<file path="config.mk">
export PLATFORM = sky130hd
export DESIGN_NAME = uart_rx_ctrl
export DESIGN_NICKNAME = d
export VERILOG_FILES = /design/src/rtl/uart_rx_ctrl.sv
export SDC_FILE = /design/constraint.sdc
export NUM_CORES = 1
export LEC_CHECK = 0
export BUFFER_PORTS_ARGS = -buffer_cell sky130_fd_sc_hd__buf_2
export CORE_ASPECT_RATIO = 1.25
export CORE_MARGIN = 2
export CORE_UTILIZATION = 40
export CTS_CLUSTER_DIAMETER = 30
export DETAILED_ROUTE_END_ITERATION = 7
export PLACE_DENSITY = 0.61
export REMOVE_ABC_BUFFERS = 1
export SETUP_SLACK_MARGIN = 0.3
export SLEW_MARGIN = 0
export SYNTH_ARGS = -nofsm -noshare
export SYNTH_HDL_FRONTEND = slang
export SYNTH_SLANG_ARGS = --single-unit
</file>
<file path="constraint.sdc">
create_clock -name CLK -period 3.9 [get_ports CLK]
set_input_delay 0.585 -clock CLK [delete_from_list [all_inputs] [get_ports CLK]]
set_output_delay 0.585 -clock CLK [all_outputs]
set_load 0.1 [all_outputs]
</file>
<file path="src/rtl/uart_rx_ctrl.sv">
// rtl/uart_rx_ctrl.sv - UART frame receiver with optional parity and framing checks
//
// Purpose: deserialises one UART frame (start, DATA_W data bits LSB first,
// optional parity, one stop bit) from an already-synchronous serial line.
// Optional build macro: UART_RX_MAJORITY_EN selects 2-of-3 majority sampling
// around mid-bit; when undefined a single mid-bit sample is used.
//
// Ports:
//   CLK        in   single clock, rising edge
//   RST        in   synchronous active-high reset
//   RX_IN      in   serial line, idle high
//   Prescale   in   CLK cycles per bit (bit 0 ignored, minimum 8)
//   PAR_en     in   1 = parity bit present
//   PAR_TYP    in   0 = even, 1 = odd parity
//   data_out   out  last accepted byte
//   data_valid out  one-cycle pulse, frame accepted
//   par_err    out  one-cycle pulse, parity mismatch
//   stop_err   out  one-cycle pulse, stop bit sampled 0
//   busy       out  high whenever not idle
module uart_rx_ctrl #(
  parameter int PRESCALE_W = 6,
  parameter int DATA_W     = 8
) (
  input  logic                  CLK,
  input  logic                  RST,
  input  logic                  RX_IN,
  input  logic [PRESCALE_W-1:0] Prescale,
  input  logic                  PAR_en,
  input  logic                  PAR_TYP,
  output logic [DATA_W-1:0]     data_out,
  output logic                  data_valid,
  output logic                  par_err,
  output logic                  stop_err,
  output logic                  busy
);

  localparam int BW = (DATA_W > 1) ? $clog2(DATA_W) : 1;

  typedef enum logic [2:0] {IDLE, START, DATA, PARITY, STOP} state_t;

  state_t                state;
  logic [PRESCALE_W-1:0] edge_cnt;
  logic [PRESCALE_W-1:0] p_reg;
  logic [PRESCALE_W-1:0] p_even;
  logic [PRESCALE_W-1:0] p_eff;
  logic [PRESCALE_W-1:0] half;
  logic [PRESCALE_W-1:0] last;
  logic [BW-1:0]         bit_cnt;
  logic [DATA_W-1:0]     shift_reg;
  logic                  par_en_r;
  logic                  par_typ_r;
  logic                  par_bad;
  logic                  bit_val;
  logic                  start_pend;
`ifdef UART_RX_MAJORITY_EN
  logic                  s0;
  logic                  s1;
  logic [PRESCALE_W-1:0] half_m1;
  logic [PRESCALE_W-1:0] half_p1;

  assign half_m1 = half - PRESCALE_W'(1);
  assign half_p1 = half + PRESCALE_W'(1);
`endif

  // Odd prescale rounds down to even; anything under 8 is clamped to 8 so the
  // sample points always sit strictly inside the bit.
  always_comb begin
    p_even = Prescale & ~PRESCALE_W'(1);
    p_eff  = (p_even < PRESCALE_W'(8)) ? PRESCALE_W'(8) : p_even;
  end

  assign half = p_reg >> 1;
  assign last = p_reg - PRESCALE_W'(1);

  always_ff @(posedge CLK) begin
    if (RST) begin
      state      <= IDLE;
      edge_cnt   <= '0;
      bit_cnt    <= '0;
      p_reg      <= PRESCALE_W'(8);
      shift_reg  <= '0;
      par_en_r   <= 1'b0;
      par_typ_r  <= 1'b0;
      par_bad    <= 1'b0;
      bit_val    <= 1'b1;
      start_pend <= 1'b0;
      data_out   <= '0;
      data_valid <= 1'b0;
      par_err    <= 1'b0;
      stop_err   <= 1'b0;
      busy       <= 1'b0;
`ifdef UART_RX_MAJORITY_EN
      s0         <= 1'b1;
      s1         <= 1'b1;
`endif
    end else begin
      data_valid <= 1'b0;
      par_err    <= 1'b0;
      stop_err   <= 1'b0;

      // Bit value is settled well before edge_cnt reaches the last count.
      if (state != IDLE) begin
`ifdef UART_RX_MAJORITY_EN
        if (edge_cnt == half_m1) s0 <= RX_IN;
        if (edge_cnt == half) s1 <= RX_IN;
        if (edge_cnt == half_p1) bit_val <= (s0 & s1) | (s0 & RX_IN) | (s1 & RX_IN);
`else
        if (edge_cnt == half) bit_val <= RX_IN;
`endif
      end

      if (state == IDLE) begin
        // start_pend means the next start bit already began on the last edge
        // of STOP, so that edge counts as this frame's first cycle.
        if (!RX_IN || start_pend) begin
          state      <= START;
          busy       <= 1'b1;
          edge_cnt   <= start_pend ? PRESCALE_W'(1) : '0;
          start_pend <= 1'b0;
          p_reg      <= p_eff;
          par_en_r   <= PAR_en;
          par_typ_r  <= PAR_TYP;
          par_bad    <= 1'b0;
        end
      end else if (edge_cnt != last) begin
        edge_cnt <= edge_cnt + PRESCALE_W'(1);
      end else begin
        edge_cnt <= '0;
        case (state)
          START: begin
            if (bit_val) begin
              state <= IDLE;
              busy  <= 1'b0;
            end else begin
              state   <= DATA;
              bit_cnt <= '0;
            end
          end
          DATA: begin
            shift_reg[bit_cnt] <= bit_val;
            if (bit_cnt == BW'(DATA_W - 1)) begin
              state <= par_en_r ? PARITY : STOP;
            end else begin
              bit_cnt <= bit_cnt + BW'(1);
            end
          end
          PARITY: begin
            par_bad <= bit_val != ((^shift_reg) ^ par_typ_r);
            state   <= STOP;
          end
          STOP: begin
            state      <= IDLE;
            busy       <= 1'b0;
            start_pend <= !RX_IN;
            if (!par_bad && bit_val) begin
              data_valid <= 1'b1;
              data_out   <= shift_reg;
            end else begin
              par_err  <= par_bad;
              stop_err <= !bit_val;
            end
          end
          default: begin
            state <= IDLE;
            busy  <= 1'b0;
          end
        endcase
      end
    end
  end

endmodule

</file>
==> run metrics, run 1 <==
area fraction in compound gates after synthesis 0.1380; Post-CTS Setup Bufs 0; final hold violation count 0; global routing usage summed across all routing layers 0.1633; status complete, no violations; type of the worst min-delay path reg -> reg; number of H-tree levels 2; placed wire-length estimate 3214 um; Starting Density 0.4072; most common flop cell mapped by yosys sky130_fd_sc_hd__dfxtp_1; Cell variety after synth 49; number of CTS-inserted buffers 5; number of flops mapped to enable cells by yosys 0; net count reported at finish 276; DR pass1 iterations 4; most area-hungry cell type in the Yosys netlist sky130_fd_sc_hd__dfxtp_1; top cells by instance count after synthesis sky130_fd_sc_hd__dfxtp_1 (42), sky130_fd_sc_hd__nand2_1 (30), sky130_fd_sc_hd__nor2_1 (20); Peak Freq 0.3744 GHz; Sink Count 42; r2r worst-path depth 7; die width 70.12 um; CTS clock-pin slew for the worst setup and hold paths 70 ps; critical path endpoint category flip-flop; dominant combinational cell family by area after synthesis simple AND/OR/NAND/NOR gates; top cells by area in the synthesized netlist sky130_fd_sc_hd__dfxtp_1 (38%), sky130_fd_sc_hd__mux2i_1 (8.2%), sky130_fd_sc_hd__xnor2_1 (6.0%); fraction of post-synthesis cell area in the top cell type by area 0.3847; per-cell via count in the routed design 5.696; Remaining Overflow, GRT 0; post-cts gate resize count 0; number of stages on the worst hold path 2; Layout Skew 5.494 ps; area share of xor/xnor cells in the synthesized design 0.08414; number of instances in the synthesized netlist 247; number of register bits inferred by synthesis 42; share of flip-flops with an asynchronous set or reset after synthesis 0; shortest period the worst path allows 2671 ps; kind of launch point of the worst setup path flip-flop; maximum fanout along the worst path 24; Via Count 1857; post-synthesis share of cell area spent on and, or, nand and nor gates 0.2370; pin count of the biggest net entering global routing 37; number of max-cap violations 0; synthesis-to-finish area growth 10.65%; cell area after synthesis 0.002186 mm^2; max-slew violation count 0; mux contribution to synthesized area 0.09273; clock tree from TritonCTS done; arrival time at the worst endpoint 2850 ps; slew margin rel. 0.4639; global placement routability congestion 0.7327; leakage power of the design 0.8702 nW; PortBufs 21; unrepaired setup endpoints after global routing no; die extent in y 86.65 um; Mapped Avg Cell Area 8.850 um^2; multi-input combinational cell area 0.001256 mm^2; first-pass GRT wire length 8024 um; buffer depth of the longest clock path 2; actual transition at the worst max-transition pin 804.2 ps; number of global-route vias before repair 1752; die outline area 0.006076 mm^2; share of the yosys chip area belonging to registers 0.3847; share of the clock period used by the worst path 0.6848; Setup Viol. Count Final 0; Post-route DRC 0; Final WS setup 1229 ps; area of placed instances 0.002312 mm^2; number of placement rows 30; area share of fa/ha/maj cells after synthesis 0.02290; PwrDens 426.0 mW/mm^2; number of inserted filler cells in the final layout 534; pre-CTS worst setup slack 1240 ps; placeable core region 0.005368 mm^2; I/O pin cnt 23; register area 840.8 um^2; Iteration-0 DRC Markers 99; Clock Latency Late Sink 290 ps; Hold-fix buffers, CTS 0; CTS root buf sky130_fd_sc_hd__clkbuf_8; ratio of cells with drive above 1 in the final layout 0.1412; IR drop worst, VDD 0.0002090 V; number of synthesis warnings 0; total routed wirelength 4636 um; final non-filler cell area 0.002419 mm^2; antenna-violating nets left 0; number of antenna repair diodes 0; average wire length per cell after detail routing 14.22 um; final-layout setup total negative slack 0 ps; initial antenna violation count 0; critical path data required time 4080 ps; most used standard cell by instance count after synthesis sky130_fd_sc_hd__dfxtp_1; category of the critical setup timing path reg -> reg
==> stage by stage <==
stage	total power [mW]	hold slack (ps)	std cells	util
after floorplan	0.6480	435.1	232	-
after global placement	0.7011	453.2	318	0.4308
after detailed placement	0.7046	458.7	318	0.4308
after CTS	1.042	475.5	326	0.4506
after global routing	1.089	500.9	326	0.4506
final	1.030	476.1	326	0.4506
==> area by class of cell <==
| cell class | count | share of cell area |
|---|---|---|
| clock buffer | 7 | 0.03156 |
| sequential | 42 | 0.3476 |
| clock inverter | 1 | 0.01242 |
| multi-input combinational | 184 | 0.5194 |
| timing repair buffer | 22 | 0.04656 |
| tap | 64 | 0.03311 |
| inverter | 6 | 0.009312 |
==> critical path: stages, from the launching register on <==
cell                      delay (ps)
sky130_fd_sc_hd__dfxtp_1         430
sky130_fd_sc_hd__inv_1            70
sky130_fd_sc_hd__ha_1            250
sky130_fd_sc_hd__o21ba_1         180
sky130_fd_sc_hd__a221o_1         410
sky130_fd_sc_hd__a211o_2         510
sky130_fd_sc_hd__nor3_2          340
sky130_fd_sc_hd__mux2_2          370
==> placed cells by master, fill, tap and decap left out, types with 4 or more instances in the layout <==
| master | instances |
|---|---|
| sky130_fd_sc_hd__o41ai_1 | 4 |
| sky130_fd_sc_hd__ha_1 | 4 |
| sky130_fd_sc_hd__inv_1 | 6 |
| sky130_fd_sc_hd__nand2_1 | 30 |
| sky130_fd_sc_hd__dfxtp_1 | 42 |
| sky130_fd_sc_hd__nor2_1 | 20 |
| sky130_fd_sc_hd__nor3_1 | 9 |
| sky130_fd_sc_hd__buf_2 | 21 |
| sky130_fd_sc_hd__a21oi_1 | 9 |
| sky130_fd_sc_hd__nand3_1 | 7 |
| sky130_fd_sc_hd__nor2b_1 | 4 |
| sky130_fd_sc_hd__o311ai_0 | 4 |
| sky130_fd_sc_hd__nor4_1 | 5 |
| sky130_fd_sc_hd__mux2i_1 | 18 |
| sky130_fd_sc_hd__nand2b_1 | 5 |
| sky130_fd_sc_hd__clkbuf_8 | 5 |
| sky130_fd_sc_hd__xnor2_1 | 15 |
| sky130_fd_sc_hd__nand4_1 | 7 |
| sky130_fd_sc_hd__xor2_1 | 6 |
==> layer usage <==
| metal | vias up | GRT usage | wire, um | part of all wire |
|---|---|---|---|---|
| met5 | - | 0 | 0 | 0 |
| met4 | 0 | 0.06294 | 103 | 0.022 |
| met3 | 8 | 0.03488 | 166 | 0.036 |
| met2 | 46 | 0.2918 | 2352 | 0.51 |
| met1 | 884 | 0.1909 | 2014 | 0.43 |
| li1 | 919 | - | - | - |
==> power by group <==
part	leakage (nW)	total [mW]	switching, mW	internal [mW]
clock network	0.0524	0.336	0.144	0.192
logic	0.478	0.212	0.139	0.0727
registers	0.340	0.483	0.0326	0.450
total	0.870	1.03	0.316	0.715
==> final timing paths <==
kind / startpoint / slack (ps) / to
max: p_reg[1] / 1230 / bit_cnt[0]
min: par_typ_r / 480 / par_typ_r
max reg2reg: p_reg[1] / 1230 / bit_cnt[0]
min reg2reg: par_typ_r / 480 / par_typ_r
==> cell families (layout without fill, tap and decap cells) <==
| family | Yosys count | after routing |
|---|---|---|
| muxes | 20 | 20 |
| AOI/OAI and AO/OA | 38 | 38 |
| and+or+nand+nor | 101 | 101 |
| buffers and inverters | 21 | 36 |
| DFF | 42 | 42 |
| xor gates and xnor gates | 21 | 21 |
| adders and majority gates | 4 | 4 |
(Power assumes the default switching activity.)
==> run 2: changes to the inputs <==
--- a/config.mk
+++ b/config.mk
@@ -11,7 +11,7 @@
 export CORE_UTILIZATION = 40
 export CTS_CLUSTER_DIAMETER = 30
 export DETAILED_ROUTE_END_ITERATION = 7
-export PLACE_DENSITY = 0.61
+export PLACE_DENSITY = 0.63
 export REMOVE_ABC_BUFFERS = 1
 export SETUP_SLACK_MARGIN = 0.3
 export SLEW_MARGIN = 0
==> constraint.sdc (replaced) <==
create_clock -name CLK -period 2.3 [get_ports CLK]
set_input_delay 0.345 -clock CLK [delete_from_list [all_inputs] [get_ports CLK]]
set_output_delay 0.345 -clock CLK [all_outputs]
set_load 0.1 [all_outputs]
==> run 2 against run 1 <==
Net effect:
- clock power grew 51%
- largest power group unchanged
- global-route usage rose by 2.1 points
- via count grew 5.9%
- core utilization increased by 9.0 points
- sequential share of layout area is 5.8 points lower
- first-iteration DRC count increased by 3.0%
- maximum frequency rose by 21%
- highest routed layer unchanged
- non-clock buffer count grew 30
- clock-buffer cell count down 1
- combinational power grew to 2.5 times the previous value
==> run metrics, run 2 (synthesized netlist as in run 1, its figures left out) <==
Peak Freq 0.4526 GHz (was 0.3744 GHz); kind of launch point of the worst setup path flip-flop (unchanged); die outline area 0.006076 mm^2 (unchanged); critical path endpoint category flip-flop (unchanged); per-cell via count in the routed design 5.510 (was 5.696); Setup Viol. Count Final 0 (unchanged); share of the clock period used by the worst path 0.9605 (was 0.6848); Final WS setup 90.76 ps (was 1229 ps); buffer depth of the longest clock path 2 (unchanged); Sink Count 42 (unchanged); I/O pin cnt 23 (unchanged); pin count of the biggest net entering global routing 36 (was 37); CTS root buf sky130_fd_sc_hd__clkbuf_8 (unchanged); final hold violation count 0 (unchanged); ratio of cells with drive above 1 in the final layout 0.3140 (was 0.1412); average wire length per cell after detail routing 15.33 um (was 14.22 um); status complete, no violations (unchanged); IR drop worst, VDD 0.0003625 V (was 0.0002090 V); placed wire-length estimate 3426 um (was 3214 um); slowest stage cell, crit path sky130_fd_sc_hd__a221o_1 (was sky130_fd_sc_hd__a211o_2); Starting Density 0.4072 (unchanged); top library cells by usage in the layout, fill and taps aside sky130_fd_sc_hd__dfxtp_1 (41), sky130_fd_sc_hd__nand2_1 (30), sky130_fd_sc_hd__buf_2 (21), sky130_fd_sc_hd__buf_4 (21), sky130_fd_sc_hd__nor2_1 (20) (was sky130_fd_sc_hd__dfxtp_1 (42), sky130_fd_sc_hd__nand2_1 (30), sky130_fd_sc_hd__buf_2 (21)); die extent in y 86.65 um (unchanged); slew margin rel. 0.5357 (was 0.4639); number of H-tree levels 2 (unchanged); number of max-cap violations 0 (unchanged); unrepaired setup endpoints after global routing yes (was no); total routed wirelength 5474 um (was 4636 um); pre-CTS worst setup slack 9.716 ps (was 1240 ps); shortest period the worst path allows 2209 ps (was 2671 ps); type of the worst min-delay path in -> reg (was reg -> reg); final-layout setup total negative slack 0 ps (unchanged); synthesis-to-finish area growth 32.86% (was 10.65%); net count reported at finish 307 (was 276); CTS clock-pin slew for the worst setup and hold paths 90 ps (was 70 ps); PortBufs 21 (unchanged); Layout Skew 8.677 ps (was 5.494 ps); Slowest Stage Delay on Critical Path 410 ps (was 510 ps); Final Power 1.864 mW (was 1.030 mW); Iteration-0 DRC Markers 102 (was 99); number of CTS-inserted buffers 5 (unchanged); series of cell instances along the critical path inv_2, ha_4, buf_6, nand3_2, a221o_1, a211o_4, nor3_4, mux2_4 (was inv_1, ha_1, o21ba_1, a221o_1, a211o_2, nor3_2, mux2_2); arrival time at the worst endpoint 2400 ps (was 2850 ps); most common cell after layout, fill and taps aside sky130_fd_sc_hd__dfxtp_1 (unchanged); initial antenna violation count 0 (unchanged); Remaining Overflow, GRT 0 (unchanged); global placement routability congestion 0.7626 (was 0.7327); maximum fanout along the worst path 7 (was 24); placeable core region 0.005368 mm^2 (unchanged); Via Count 1967 (was 1857); PwrDens 642.0 mW/mm^2 (was 426.0 mW/mm^2); category of the critical setup timing path reg -> reg (unchanged); actual transition at the worst max-transition pin 694.7 ps (was 804.2 ps); first-pass GRT wire length 8921 um (was 8024 um); number of antenna repair diodes 0 (unchanged); critical path data required time 2490 ps (was 4080 ps); Clock Latency Late Sink 300 ps (was 290 ps); number of placement rows 30 (unchanged); clock tree from TritonCTS done (unchanged); DR pass1 iterations 4 (unchanged); Post-route DRC 0 (unchanged); die width 70.12 um (unchanged); global routing usage summed across all routing layers 0.1845 (was 0.1633); max-slew violation count 0 (unchanged); antenna-violating nets left 0 (unchanged); number of global-route vias before repair 1921 (was 1752); leakage power of the design 1.087 nW (was 0.8702 nW)
-- run 2: cell count changes in the layout (fill, tap and decap cells not counted), sizes merged --
cell      before  now
bufinv         1    0
clkbuf         7    6
clkinvlp       0    1
a211o          1    2
clkinv         0    1
buf           22   52
-- run 2: critical path, delay by kind of cell, from the launching register on --
kind | cells | cell delay [ps]
flip-flops | 1 | 330
buffers and inverters | 2 | 160
AND/OR/NAND/NOR | 2 | 300
AO/OA/AOI/OAI | 2 | 820
adder cells (fa/ha/maj) | 1 | 150
multiplexers | 1 | 320
-- run 2: final timing paths --
kind,start,cells after the start,end,slack [ps]
max reg2reg,p_reg[2],8,bit_cnt[0],90
min reg2reg,start_pend,2,start_pend,480
max,p_reg[2],8,bit_cnt[0],90
min,PAR_en,3,par_en_r,270
-- run 2: area by class of cell --
| type | instances | area, um^2 |
|---|---|---|
| fillers | 495 | 2464 |
| flip-flops and latches | 42 | 842.1 |
| inverters | 6 | 22.52 |
| well taps | 64 | 80.08 |
| repair buffers | 52 | 384.1 |
| clock inverters | 2 | 12.51 |
| multi-input cells | 185 | 1480 |
| clock buffers | 6 | 82.58 |
-- run 2: per-stage QoR --
step	hold slack [ps]	instances	cell area, um^2	util
final	273.5	357	2904	0.5410
after global routing	281.0	357	2904	0.5410
after CTS	269.7	352	2724	0.5075
after detailed placement	466.1	338	2475	0.4611
after global placement	458.0	338	2475	0.4611
after floorplan	414.1	232	2120	-
-- run 2: layer usage --
metal	up-vias	wire, um	GRT usage
li1	981	-	-
met1	935	2357	0.2181
met2	41	2801	0.3160
met3	10	217	0.04302
met4	0	98	0.08741
met5	-	0	0
-- run 2: repair_timing --
action | in CTS | in global routing
pin swaps | 10 | 12
buffers inserted | 5 | 5
endpoints found under the setup margin | 32 | 40
hold buffers | 0 | 0
gates resized for setup | 24 | 24
cloned | 1 | 0
-- run 2: power breakdown --
part | switching [mW] | internal (mW) | total, mW
clock | 0.267 | 0.241 | 0.508
combinational | 0.314 | 0.223 | 0.538
sequential | 0.0543 | 0.764 | 0.818
total | 0.635 | 1.23 | 1.86
==> run 3: changes to the inputs <==
--- a/config.mk
+++ b/config.mk
@@ -5,6 +5,7 @@
 export SDC_FILE = /design/constraint.sdc
 export NUM_CORES = 1
 export LEC_CHECK = 0
+export ABC_AREA = 1
 export BUFFER_PORTS_ARGS = -buffer_cell sky130_fd_sc_hd__buf_2
 export CORE_ASPECT_RATIO = 1.25
 export CORE_MARGIN = 2
==> run 3 against run 2 <==
Net effect:
- combinational power down 52%
- core utilization down 7.4 points
- non-clock buffer count down 28
- register-to-register slack better by 350 ps
- cell area down 12%
- setup slack better by 350 ps
- worst hold slack better by 47 ps
==> run metrics, run 3 <==
status complete, no violations (unchanged); buffer depth of the longest clock path 2 (unchanged); PwrDens 633.4 mW/mm^2 (was 642.0 mW/mm^2); final hold violation count 0 (unchanged); number of placement rows 30 (unchanged); CTS root buf sky130_fd_sc_hd__clkbuf_8 (unchanged); arrival time at the worst endpoint 2090 ps (was 2400 ps); actual transition at the worst max-transition pin 796.3 ps (was 694.7 ps); Clock Latency Late Sink 290 ps (was 300 ps); cell area after synthesis 0.002288 mm^2 (was 0.002186 mm^2); first-pass GRT wire length 8631 um (was 8921 um); number of global-route vias before repair 2038 (was 1921); share of flip-flops with an asynchronous set or reset after synthesis 0 (unchanged); clock tree from TritonCTS done (unchanged); I/O pin cnt 23 (unchanged); Mapped Avg Cell Area 6.410 um^2 (was 8.850 um^2); fraction of post-synthesis cell area in the top cell type by area 0.3674 (was 0.3847); Worst Min Path Start Prescale[3] (was PAR_en); critical path endpoint category flip-flop (unchanged); area of placed instances 0.002427 mm^2 (was 0.002475 mm^2); placed wire-length estimate 3624 um (was 3426 um); number of max-cap violations 0 (unchanged); max-slew violation count 0 (unchanged); kind of launch point of the worst setup path flip-flop (unchanged); clock power share 0.357 (was 0.273); Via Count 2167 (was 1967); internal power 1.158 mW (was 1.229 mW); initial antenna violation count 0 (unchanged); average wire length per cell after detail routing 11.17 um (was 15.33 um); Inst Count DP 433 (was 338); leakage power of the design 1.198 nW (was 1.087 nW); die outline area 0.006346 mm^2 (was 0.006076 mm^2); DR pass1 iterations 4 (unchanged); placeable core region 0.005480 mm^2 (was 0.005368 mm^2); Post-CTS Setup Bufs 0 (was 5); die width 71.65 um (was 70.12 um); per-cell via count in the routed design 4.903 (was 5.510); Slowest Stage Delay on Critical Path 370 ps (was 410 ps); top library cells by usage in the layout, fill and taps aside sky130_fd_sc_hd__nand2_1 (99), sky130_fd_sc_hd__inv_1 (50), sky130_fd_sc_hd__nor2_1 (43) (was sky130_fd_sc_hd__dfxtp_1 (41), sky130_fd_sc_hd__nand2_1 (30), sky130_fd_sc_hd__buf_2 (21), sky130_fd_sc_hd__buf_4 (21), sky130_fd_sc_hd__nor2_1 (20)); Cell variety after synth 23 (was 49); share of the clock period used by the worst path 0.8086 (was 0.9605); synthesis-to-finish area growth 11.86% (was 32.86%); series of cell instances along the critical path inv_1, ha_2, nand2_2, nor2_1, nand2_1, nand2_1, nand2_1, nor2_4, buf_4, nand4_1, nand2_1, nand2_1, nor2_1 (was inv_2, ha_4, buf_6, nand3_2, a221o_1, a211o_4, nor3_4, mux2_4); number of CTS-inserted buffers 5 (unchanged); type of the worst min-delay path in -> reg (unchanged); Setup Viol. Count Final 0 (unchanged); slew margin rel. 0.4686 (was 0.5357); endpoint with the worst hold slack p_reg[3] (was par_en_r); final non-filler cell area 0.002560 mm^2 (was 0.002904 mm^2); category of the critical setup timing path reg -> reg (unchanged); Layout Skew 4.170 ps (was 8.677 ps); number of stages on the worst hold path 3 (unchanged); top cells by instance count after synthesis sky130_fd_sc_hd__nand2_1 (99), sky130_fd_sc_hd__inv_1 (50), sky130_fd_sc_hd__nor2_1 (43) (was sky130_fd_sc_hd__dfxtp_1 (42), sky130_fd_sc_hd__nand2_1 (30), sky130_fd_sc_hd__nor2_1 (20)); most used standard cell by instance count after synthesis sky130_fd_sc_hd__nand2_1 (was sky130_fd_sc_hd__dfxtp_1); met3 GRT Util 0.03189 (was 0.04302); Sink Count 42 (unchanged); Iteration-0 DRC Markers 77 (was 102); number of synthesis warnings 0 (unchanged); number of register bits inferred by synthesis 42 (unchanged); most common flop cell mapped by yosys sky130_fd_sc_hd__dfxtp_1 (unchanged); CTS clock-pin slew for the worst setup and hold paths 80 ps (was 90 ps); power share of the combinational group 0.159 (was 0.288); number of antenna repair diodes 0 (unchanged); switching power 464.0 uW (was 635.5 uW); final-layout setup total negative slack 0 ps (unchanged); register-to-register path setup slack 440 ps (was 90 ps); Post-Layout Cell Count 442 (was 357); global routing usage summed across all routing layers 0.1694 (was 0.1845); top cells by area in the synthesized netlist sky130_fd_sc_hd__dfxtp_1 (37%), sky130_fd_sc_hd__nand2_1 (16%), sky130_fd_sc_hd__inv_1 (8.2%) (was sky130_fd_sc_hd__dfxtp_1 (38%), sky130_fd_sc_hd__mux2i_1 (8.2%), sky130_fd_sc_hd__xnor2_1 (6.0%)); global placement routability congestion 0.8582 (was 0.7626); IR drop worst, VDD 0.0002035 V (was 0.0003625 V); r2r worst-path depth 13 (was 8); most used routing layer met2 (unchanged); shortest period the worst path allows 1860 ps (was 2209 ps); number of flops mapped to enable cells by yosys 0 (unchanged); PortBufs 21 (unchanged); most repeated library cell on the critical path sky130_fd_sc_hd__nand2_1; die extent in y 88.57 um (was 86.65 um); antenna-violating nets left 0 (unchanged); most area-hungry cell type in the Yosys netlist sky130_fd_sc_hd__dfxtp_1 (unchanged); maximum fanout along the worst path 6 (was 7); Peak Freq 0.5377 GHz (was 0.4526 GHz); global-route met2 utilization 0.3039 (was 0.3160); multi-input combinational cell area 0.001199 mm^2 (was 0.001480 mm^2); number of instances in the synthesized netlist 357 (was 247); sequential group share of total power 0.484 (was 0.439); pin count of the biggest net entering global routing 26 (was 36); Remaining Overflow, GRT 0 (unchanged); met1 Resource Use GR 0.1996 (was 0.2181); net count reported at finish 392 (was 307); number of H-tree levels 2 (unchanged); Hold-fix buffers, CTS 0 (unchanged); share of the yosys chip area belonging to registers 0.3674 (was 0.3847); most common cell after layout, fill and taps aside sky130_fd_sc_hd__nand2_1 (was sky130_fd_sc_hd__dfxtp_1); Post-route DRC 0 (unchanged); Switching Share 0.2861 (was 0.3409); launch instance of the worst register-to-register path p_reg[1] (was p_reg[2]); critical path data required time 2530 ps (was 2490 ps); slowest stage cell, crit path sky130_fd_sc_hd__dfxtp_4 (was sky130_fd_sc_hd__a221o_1); Worst Hold Slack 320.9 ps (was 273.5 ps); Critical R2R Capture shift_reg[6] (was bit_cnt[0]); total routed wirelength 4936 um (was 5474 um); unrepaired setup endpoints after global routing yes (unchanged); number of inserted filler cells in the final layout 583 (was 495); register area 845.8 um^2 (was 842.1 um^2); ratio of cells with drive above 1 in the final layout 0.1085 (was 0.3140); Starting Density 0.4176 (was 0.4072)
run 3: changes by cell type after synthesis, sizes merged, moves of 5 or more:
cell	delta
buf	+5
o21ai	+16
nand4	+5
a21oi	+20
nor4	-8
xnor2	-8
nand3	+19
clkbuf	-9
mux2i	-18
nand2	+72
inv	+46
nor3	-10
nand2b	-5
nor2	+24
run 3: per-layer routing:
| metal | part of all wire | wire, um |
|---|---|---|
| met5 | 0 | 0 |
| met4 | 0.021 | 104 |
| met3 | 0.048 | 237 |
| met2 | 0.48 | 2393 |
| met1 | 0.45 | 2200 |
run 3: critical path: cells and delay by family, from the launching register on:
family                   cells  cell delay (ps)
adder cells (fa/ha/maj)      1              220
buffers and inverters        2              260
flip-flops                   1              370
AND/OR/NAND/NOR             10              960
run 3: kinds of logic after synthesis:
family / after synthesis / synth area share
AND/OR/NAND/NOR: 185 / 0.3384
buffers and inverters: 63 / 0.1121
AO/OA/AOI/OAI: 53 / 0.1219
XOR/XNOR: 10 / 0.03827
flip-flops: 42 / 0.3674
adder cells (fa/ha/maj): 4 / 0.02187
run 3: per-stage QoR:
stage,util,setup slack (ps),total power [mW]
2_1_floorplan,-,450.6,0.9898
3_3_place_gp,0.4429,341.2,1.054
3_5_place_dp,0.4429,327.8,1.057
4_1_cts,0.4630,352.0,1.640
5_1_grt,0.4671,289.3,1.714
6_report,0.4671,440.3,1.622
run 3: power by group through the flow:
stage	clock network [mW]	registers (mW)	logic [mW]
finish	0.579	0.785	0.258
global route	0.627	0.790	0.296
CTS	0.598	0.785	0.257
detailed placement	0	0.801	0.256
global placement	0	0.801	0.253
floorplan	0	0.808	0.182
run 3: what timing repair did:
action	4_1_cts	5_1_grt
pin swaps	0	1
resized for setup	1	6
gates cloned	0	1
setup endpoints to repair	1	17
run 3: final cells by class:
type | instances | share of cell area
multi-input combinational | 252 | 0.4682
sequential | 42 | 0.3304
inverter | 52 | 0.07625
timing repair buffer | 24 | 0.05132
tap | 64 | 0.03128
clock buffer | 5 | 0.02688
clock inverter | 3 | 0.01564
run 3: how the worst max path moves through the flow:
stage                  start  cells after the start  slack, ps            to
floorplan           p_reg[1]                     12        450   data_out[0]
global placement    p_reg[1]                     14        340  shift_reg[0]
detailed placement  p_reg[1]                     14        330  shift_reg[1]
CTS                 p_reg[2]                     14        350  shift_reg[1]
global route        p_reg[1]                     13        290    bit_cnt[1]
finish              p_reg[1]                     13        440  shift_reg[6]
